## src/rtl/cipher_pkg.sv

```systemverilog
// rtl/cipher_pkg.sv - shared state enum and size defaults for the cipher sequencer
package cipher_pkg;

    typedef enum logic [2:0] {
        ST_IDLE,
        ST_LOAD_KEY,
        ST_LOAD_MSG,
        ST_ENCRYPT,
        ST_SHIFT_OUT
    } seq_state_t;

    localparam int CIPHER_MSG_SIZE = 128;
    localparam int CIPHER_KEY_SIZE = 8;
    localparam int CIPHER_CNT_W    = $clog2(CIPHER_MSG_SIZE);

endpackage

```

## src/rtl/seq_bit_counter.sv

```systemverilog
// rtl/seq_bit_counter.sv - phase bit counter with clear, increment and runtime terminal compare
module seq_bit_counter #(
    parameter int W = 7
) (
    input  logic         clk,
    input  logic         rst_n,
    input  logic         clr,
    input  logic         en,
    input  logic [W-1:0] limit,
    output logic         last_o
);

    logic [W-1:0] cnt;

    // clr and en together load 1: the entry edge of a load phase already counts a bit
    always_ff @(posedge clk or negedge rst_n) begin
        if (!rst_n) begin
            cnt <= '0;
        end else if (clr || en) begin
            cnt <= (clr ? '0 : cnt) + W'(en);
        end
    end

    assign last_o = (cnt == limit);

endmodule

```

## src/rtl/cipher_seq_ctrl.sv

```systemverilog
// rtl/cipher_seq_ctrl.sv - load/encrypt/shift-out sequencer; CIPHER_SEQ_ERR_EN builds the sticky err_o flag
module cipher_seq_ctrl
    import cipher_pkg::*;
#(
    parameter int MSG_SIZE = CIPHER_MSG_SIZE,
    parameter int KEY_SIZE = CIPHER_KEY_SIZE
) (
    input  logic clk,
    input  logic rst_n,
    input  logic ena,
    input  logic key_en_i,
    input  logic msg_en_i,
    output logic key_shift_o,
    output logic msg_shift_o,
    output logic xor_go_o,
    output logic out_shift_o,
    output logic out_valid_o,
    output logic key_valid_o,
    output logic busy_o,
    output logic err_o
);

    localparam int               CNT_W    = $clog2(MSG_SIZE);
    localparam logic [CNT_W-1:0] KEY_LAST = CNT_W'(KEY_SIZE - 1);
    localparam logic [CNT_W-1:0] MSG_LAST = CNT_W'(MSG_SIZE - 1);

    seq_state_t       state, state_n;
    logic             key_valid, key_valid_n;
    logic             cnt_clr, cnt_en, cnt_last;
    logic [CNT_W-1:0] cnt_limit;
    logic             err_set, err_clr;

    always_ff @(posedge clk or negedge rst_n) begin
        if (!rst_n) begin
            state     <= ST_IDLE;
            key_valid <= 1'b0;
        end else begin
            state     <= state_n;
            key_valid <= key_valid_n;
        end
    end

    assign cnt_limit = (state == ST_LOAD_KEY) ? KEY_LAST : MSG_LAST;

    seq_bit_counter #(.W(CNT_W)) u_cnt (
        .clk    (clk),
        .rst_n  (rst_n),
        .clr    (cnt_clr),
        .en     (cnt_en),
        .limit  (cnt_limit),
        .last_o (cnt_last)
    );

    // ena low leaves every default in place, which freezes state, counter and flags
    always_comb begin
        state_n     = state;
        key_valid_n = key_valid;
        cnt_clr     = 1'b0;
        cnt_en      = 1'b0;
        err_set     = 1'b0;
        err_clr     = 1'b0;
        if (ena) begin
            case (state)
                ST_IDLE: begin
                    if (key_en_i) begin
                        state_n     = ST_LOAD_KEY;
                        key_valid_n = 1'b0;
                        cnt_clr     = 1'b1;
                        cnt_en      = 1'b1;
                    end else if (msg_en_i) begin
                        if (key_valid) begin
                            state_n = ST_LOAD_MSG;
                            cnt_clr = 1'b1;
                            cnt_en  = 1'b1;
                        end else begin
                            err_set = 1'b1;
                        end
                    end
                end
                ST_LOAD_KEY: begin
                    if (!key_en_i) begin
                        state_n = ST_IDLE;
                        cnt_clr = 1'b1;
                        err_set = 1'b1;
                    end else if (cnt_last) begin
                        state_n     = ST_IDLE;
                        key_valid_n = 1'b1;
                        cnt_clr     = 1'b1;
                        err_clr     = 1'b1;
                    end else begin
                        cnt_en = 1'b1;
                    end
                end
                ST_LOAD_MSG: begin
                    if (!msg_en_i) begin
                        state_n = ST_IDLE;
                        cnt_clr = 1'b1;
                        err_set = 1'b1;
                    end else if (cnt_last) begin
                        state_n = ST_ENCRYPT;
                        cnt_clr = 1'b1;
                    end else begin
                        cnt_en = 1'b1;
                    end
                end
                ST_ENCRYPT: begin
                    state_n = ST_SHIFT_OUT;
                    cnt_clr = 1'b1;
                end
                ST_SHIFT_OUT: begin
                    if (cnt_last) begin
                        state_n = ST_IDLE;
                        cnt_clr = 1'b1;
                    end else begin
                        cnt_en = 1'b1;
                    end
                end
                default: begin
                    state_n = ST_IDLE;
                    cnt_clr = 1'b1;
                end
            endcase
        end
    end

    assign key_shift_o = ena & key_en_i & ((state == ST_IDLE) | (state == ST_LOAD_KEY));
    assign msg_shift_o = ena & msg_en_i & (((state == ST_IDLE) & key_valid) | (state == ST_LOAD_MSG));
    assign xor_go_o    = ena & (state == ST_ENCRYPT);
    assign out_shift_o = ena & (state == ST_SHIFT_OUT);
    assign out_valid_o = (state == ST_SHIFT_OUT);
    assign busy_o      = (state != ST_IDLE);
    assign key_valid_o = key_valid;

`ifdef CIPHER_SEQ_ERR_EN
    logic err;

    always_ff @(posedge clk or negedge rst_n) begin
        if (!rst_n) begin
            err <= 1'b0;
        end else if (err_set) begin
            err <= 1'b1;
        end else if (err_clr) begin
            err <= 1'b0;
        end
    end

    assign err_o = err;
`else
    logic unused_err;
    assign unused_err = err_set ^ err_clr;
    assign err_o      = 1'b0;
`endif

endmodule

```

## config.mk

```make
export PLATFORM = sky130hd
export DESIGN_NAME = cipher_seq_ctrl
export DESIGN_NICKNAME = d
export VERILOG_FILES = /design/src/rtl/cipher_pkg.sv /design/src/rtl/seq_bit_counter.sv /design/src/rtl/cipher_seq_ctrl.sv
export SDC_FILE = /design/constraint.sdc
export NUM_CORES = 1
export LEC_CHECK = 0
export CAP_MARGIN = 20
export CORE_MARGIN = 2
export CORE_UTILIZATION = 51
export DETAILED_ROUTE_END_ITERATION = 10
export MAX_ROUTING_LAYER = met4
export PLACE_DENSITY = 0.8
export SYNTH_ARGS = -nofsm -noshare
export SYNTH_HDL_FRONTEND = slang
export SYNTH_HIERARCHICAL = 1
export SYNTH_SLANG_ARGS = --single-unit
export TNS_END_PERCENT = 5
```

## constraint.sdc

```tcl
create_clock -name clk -period 3.73 [get_ports clk]
set_input_delay 0.373 -clock clk [delete_from_list [all_inputs] [get_ports clk]]
set_output_delay 0.373 -clock clk [all_outputs]
set_load 0.05 [all_outputs]
```

* Word-level counts from Yosys, hierarchy flattened
Index checks and enable logic that the tools add are counted.
** Cells by class
- Bitwise logic cells :: 9
- Muxes and demuxes :: 27
- Reduce and logical (&&, ||, !) cells :: 6
- $add $sub $neg :: 1
- Equality and inequality tests :: 11
** Operator list (count)
- $mux 3 :: 7
- $pmux 3 s5 :: 1
- $mux 1 :: 14
- $mux 7 :: 2
- $ne 3x3->1 const B :: 3
- $pmux 1 s4 :: 2
- $add 7x1->7 :: 1
- $and 1x1->1 :: 7
- $eq 7x7->1 :: 1
- $eq 3x2->1 const B :: 2
- $ne 2x2->1 const B :: 3
- $reduce_and 5->1 :: 1
- $reduce_and 4->1 :: 1
- $eq 3x1->1 const B :: 1
- $eq 3x3->1 const B :: 1
- $logic_not 3->1 :: 1
- $reduce_bool 3->1 :: 1
- $or 1x1->1 :: 2
- $pmux 1 s2 :: 1
- $reduce_bool 2->1 :: 1
- $logic_or 1x1->1 :: 1
** Word-level totals
- Logic and storage cells :: 57
- Input bits :: 5
- Flip-flop bits (word level) :: 11

* Depth between registers and ports, before layout
- Depth in word-level cells :: 9
- Depth in mapped cells :: 15
- Mapped depth without buffers :: 14

* By module
Netlist, hierarchy kept.
** By module, submodules not included
- seq_bit_counter :: cells an instance 42, times used 1, area an instance 414.1 µm²
- cipher_seq_ctrl :: cells an instance 51, times used 1, area an instance 405.4 µm²

* Worst setup path before layout
Ideal clock, no wire load.
- Path kind :: register to register
- Start point :: reg state[1]
- End point :: reg u_cnt.cnt[4]
- Cell stages (with the launch flop) :: 15
- Data required time :: 3.604 ns
- Clock period less this slack :: 3.242 ns
- Setup slack :: 0.488 ns
- Data arrival time :: 3.115 ns
- Path through :: dfrtp_1 > buf_6 > nor2_1 > nand2_1 > xor2_1 > nor4_1 > a21oi_1 > o221ai_1 > o311a_1 > nor2b_1 > ha_1 > ha_1 > nand4_1 > xor2_1 > nor2_1
** On the way
- Longest elaborated chain between the ends :: 9
- Elaborated cells on any way between the ends :: 19
- Classes of those cells :: 1 x add/sub; 4 x eq/ne; 12 x mux; 2 x reduce/logical
** Ends and longest elaborated chain
- start, declared :: RTL line cipher_seq_ctrl.sv:27 : seq_state_t state, state_n;
- start signal, assigned :: RTL line cipher_seq_ctrl.sv:38 : state <= state_n;
- $eq 3x1->1 * :: RTL line cipher_seq_ctrl.sv:43 : assign cnt_limit = (state == ST_LOAD_KEY) ? KEY_LAST : MSG_LAST;
- $mux 7 * :: RTL line cipher_seq_ctrl.sv:43
- net cnt_limit[3] :: RTL line cipher_seq_ctrl.sv:30 : logic [CNT_W-1:0] cnt_limit;
- $eq 7x7->1 * :: RTL line seq_bit_counter.sv:24 : assign last_o = (cnt == limit);
- net cnt_last :: RTL line cipher_seq_ctrl.sv:29 : logic cnt_clr, cnt_en, cnt_last;
- $mux 1 *
- $mux 1, on equally long branches :: RTL line cipher_seq_ctrl.sv:95, cipher_seq_ctrl.sv:81
- $pmux 1 s4 * :: RTL line cipher_seq_ctrl.sv:63 : case (state)
- $mux 1 * :: RTL line cipher_seq_ctrl.sv:62 : if (ena) begin
- net cnt_clr :: RTL line cipher_seq_ctrl.sv:29
- $mux 7 :: RTL line seq_bit_counter.sv:20 : cnt <= (clr ? '0 : cnt) + W'(en);
- $add 7x1->7 :: RTL line seq_bit_counter.sv:20
- end signal, assigned :: RTL line seq_bit_counter.sv:20
- end, declared :: RTL line seq_bit_counter.sv:13 : logic [W-1:0] cnt;
Mark *: on every way through the listed nets, which the timed path passes. The rest lies on a longest branch.
A chain may end at the register's enable or synchronous reset.

* Worst setup path after layout
Same ends and word-level chain as after synthesis.

==> metrics <==
layout overhead on the synthesized area 16.8%; sequential cell area in the final layout 275 µm²; classification of the worst setup path register to register; overall die width 44.1 µm; Synth warnings 6; worst-case clock skew 0.00123 ns; final number of setup-violating endpoints 0; number of standard cells after synthesis 93; Slew Limit Headroom 0.663; number of antenna violations at the first check in global routing 0; violation count after the first detailed-route iteration 8; VDD IR-drop max about 280 µV; Detailed Routing Iterations Pass 1 4; total wire length after detailed routing roughly 1.6 mm; Worst-Skew Late Latency approximately 0.27 ns; count of antenna diodes in the layout 0; post-synth top area cell dfrtp_1; CTS Buffer Depth 2; met2 track demand over resource 0.306; layer with the highest usage met2; most instantiated flip-flop cell in the synthesis netlist dfrtp_1; worst path required time between 3 and 4 ns; wire length of the first global-routing pass roughly 2.7 mm; Synth area leaders dfrtp_1, a21oi_1, xor2_1; depth of the critical timing path with buffers and inverters included 15; distinct cell type count after synthesis 37; slew of the pin with the lowest slew margin a little over 0.5 ns; met1 Track Usage GR 0.250; Tmin final roughly 3.3 ns; count of nets left with antenna violations after detail routing 0; Async SR Flop Fraction 1.00; port buffer count 11; number of max-cap violations 0; largest net degree at the start of global routing 15; total net switching power 0.221 mW; worst endpoint data arrival time ~3.5 ns; area of the multi-input gates roughly 500 µm²; total count of max-transition violations in the final report 0; worst r2r src state[1]; switching fraction of total power 0.437; post-cts repair resize count 0; clock network fraction of total power 0.161; Core Region ~1500 µm²; number of DRC violations after detailed routing 0; Critical Path, Cell by Cell nor2_1 -> nand2_1 -> xnor2_1 -> nand4_1 -> nor4_1 -> buf_4 -> a21oi_1 -> o221ai_1 -> o311a_1 -> nor2b_1 -> ha_1 -> ha_1 -> nand4_1 -> xor2_1 -> nor2_1; internal cell power 0.285 mW; CTS clk-pin slew, worst paths around 0.07 ns; final worst-path cycle share 0.885; cell with the biggest individual delay on the critical path dfrtp_1; final hold slack 0.436 ns; HPWL after detailed placement 1.21 mm; largest incremental delay on the critical path 0.53 ns; Setup Buffers After CTS 0; leftover overflow at the end of global routing 0; maximum clock frequency 0.303 GHz; unrepaired setup endpoints after global routing no; vias post-DR 720; number of clock buffers inserted by TritonCTS 3; CTS tree yes; Overall Global Routing Usage 0.194; Critical Path Source Type register; Clock Root Buffer clkbuf_4; sequential cell fraction of total power 0.345; layout filler cell count approximately 130; critical path endpoint category register; crit path to u_cnt/cnt[4]; placement row count 14; status finished clean; Crit path buffers/inverters 1; H-tree levels 1; worst-path maximum fanout 14; share of cells above drive strength 1 0.0935; number of hold buffers added after cts 0; Die Y roughly 44 µm; delay-heaviest family, CP simple AND/OR/NAND/NOR gates; GR met3 Demand/Resource 0.0122; share of the synthesized area in the top cell type 0.336; # nets final 115; Comb power frac 0.494; overall die area 1940 µm²; number of sinks handled by clock tree synthesis 11; top-level port count 13; number of global-route vias before repair about 640; Static Leakage around 0.41 nW; synthesized area ~820 µm²; routability congestion estimate approximately 0.8; min-delay worst type input port to asynchronous set/reset pin; TNS Setup 0 ns; register-to-register path setup slack ~0.43 ns; final-report hold violation count 0; beginning of the critical path state[1]; length in cells of the worst reg-to-reg path 15; Starting Density 0.544; post-detailed-route via-to-cell ratio roughly 5.9; number of storage elements in the synthesis netlist 11; power density relative to cell area approximately 530 nW/µm²; number of flops mapped to enable cells by yosys 0; mean post-synth cell area approximately 8.8 µm²; share of synthesized area occupied by flip-flops and latches 0.336; capturing point of the worst reg2reg path u_cnt/cnt[4]; Routed WL per cell about 13 µm
==> layer usage <==
metal	share of wire	wire length, µm
met1	0.47	752
met2	0.49	780
met3	0.029	46
met4	0.015	24
met5	0	0
==> logic make-up (layout without fill, tap and decap cells) <==
logic type / Yosys count / in the layout / synth area share
other cells: 2 / 4 / 0.00916
simple gates: 31 / 31 / 0.226
buf+inv: 9 / 21 / 0.0641
flops: 11 / 11 / 0.336
xor+xnor: 9 / 9 / 0.0962
fa+ha+maj: 2 / 2 / 0.0305
compound gates: 26 / 26 / 0.197
mux: 3 / 3 / 0.0412
==> synth_stat cells, types with 3 or more instances <==
master and n:
dfrtp_1 11, a21oi_1 10, inv_1 5, nand2_1 5, nor2_1 5, o21ai_0 5
xor2_1 5, xnor2_1 4, mux2_2 3, nand3_1 3, nand4_1 3
==> worst min path at each step <==
stage,start,to,slack [ns],cells after the start
floorplan,rst_n,key_valid_o,0.08,0
detailed placement,u_cnt/cnt[0],u_cnt/cnt[0],0.57,1
global placement,u_cnt/cnt[0],u_cnt/cnt[0],0.56,1
CTS,rst_n,u_cnt/cnt[2],0.44,1
global route,rst_n,u_cnt/cnt[3],0.47,1
finish,rst_n,u_cnt/cnt[4],0.44,1
==> cells in the final DEF (no fill, tap or decap), types with 4 or more instances in the layout <==
master	instances
clkdlybuf4s50_1	11
dfrtp_1	11
a21oi_1	10
inv_1	5
nor2_1	5
nand2_1	5
o21ai_0	5
xor2_1	5
conb_1	4
xnor2_1	4
==> registers in the layout (all words and copies together) (netlist names) <==
signal / flops
key_valid_o: 1
state: 3
u_cnt/cnt: 7
==> power groups by stage <==
stage	Clock (mW)	Sequential (mW)	Combinational, mW
finish	0.0816	0.175	0.250
global route	0.0884	0.181	0.275
CTS	0.0842	0.174	0.252
detailed placement	0	0.176	0.252
global placement	0	0.177	0.246
floorplan	0	0.176	0.192
==> area by class of cell <==
| class | instances | area share |
|---|---|---|
| repair buffers | 12 | 0.123 |
| flip-flops and latches | 11 | 0.288 |
| clock buffers | 4 | 0.0275 |
| multi-input cells | 75 | 0.522 |
| well taps | 16 | 0.0209 |
| inverters | 5 | 0.0196 |
==> per-stage QoR <==
step | instances | worst slack, ns | power [mW] | utilization | cell area [µm²]
2_1_floorplan | 95 | 0.488 | 0.368 | - | 827
3_3_place_gp | 119 | 0.558 | 0.422 | 0.618 | 931
3_5_place_dp | 119 | 0.445 | 0.428 | 0.618 | 931
4_1_cts | 123 | 0.426 | 0.510 | 0.635 | 957
5_1_grt | 123 | 0.125 | 0.545 | 0.635 | 957
6_report | 123 | 0.428 | 0.506 | 0.635 | 957
Note: power is estimated with default switching activity, not from simulation.
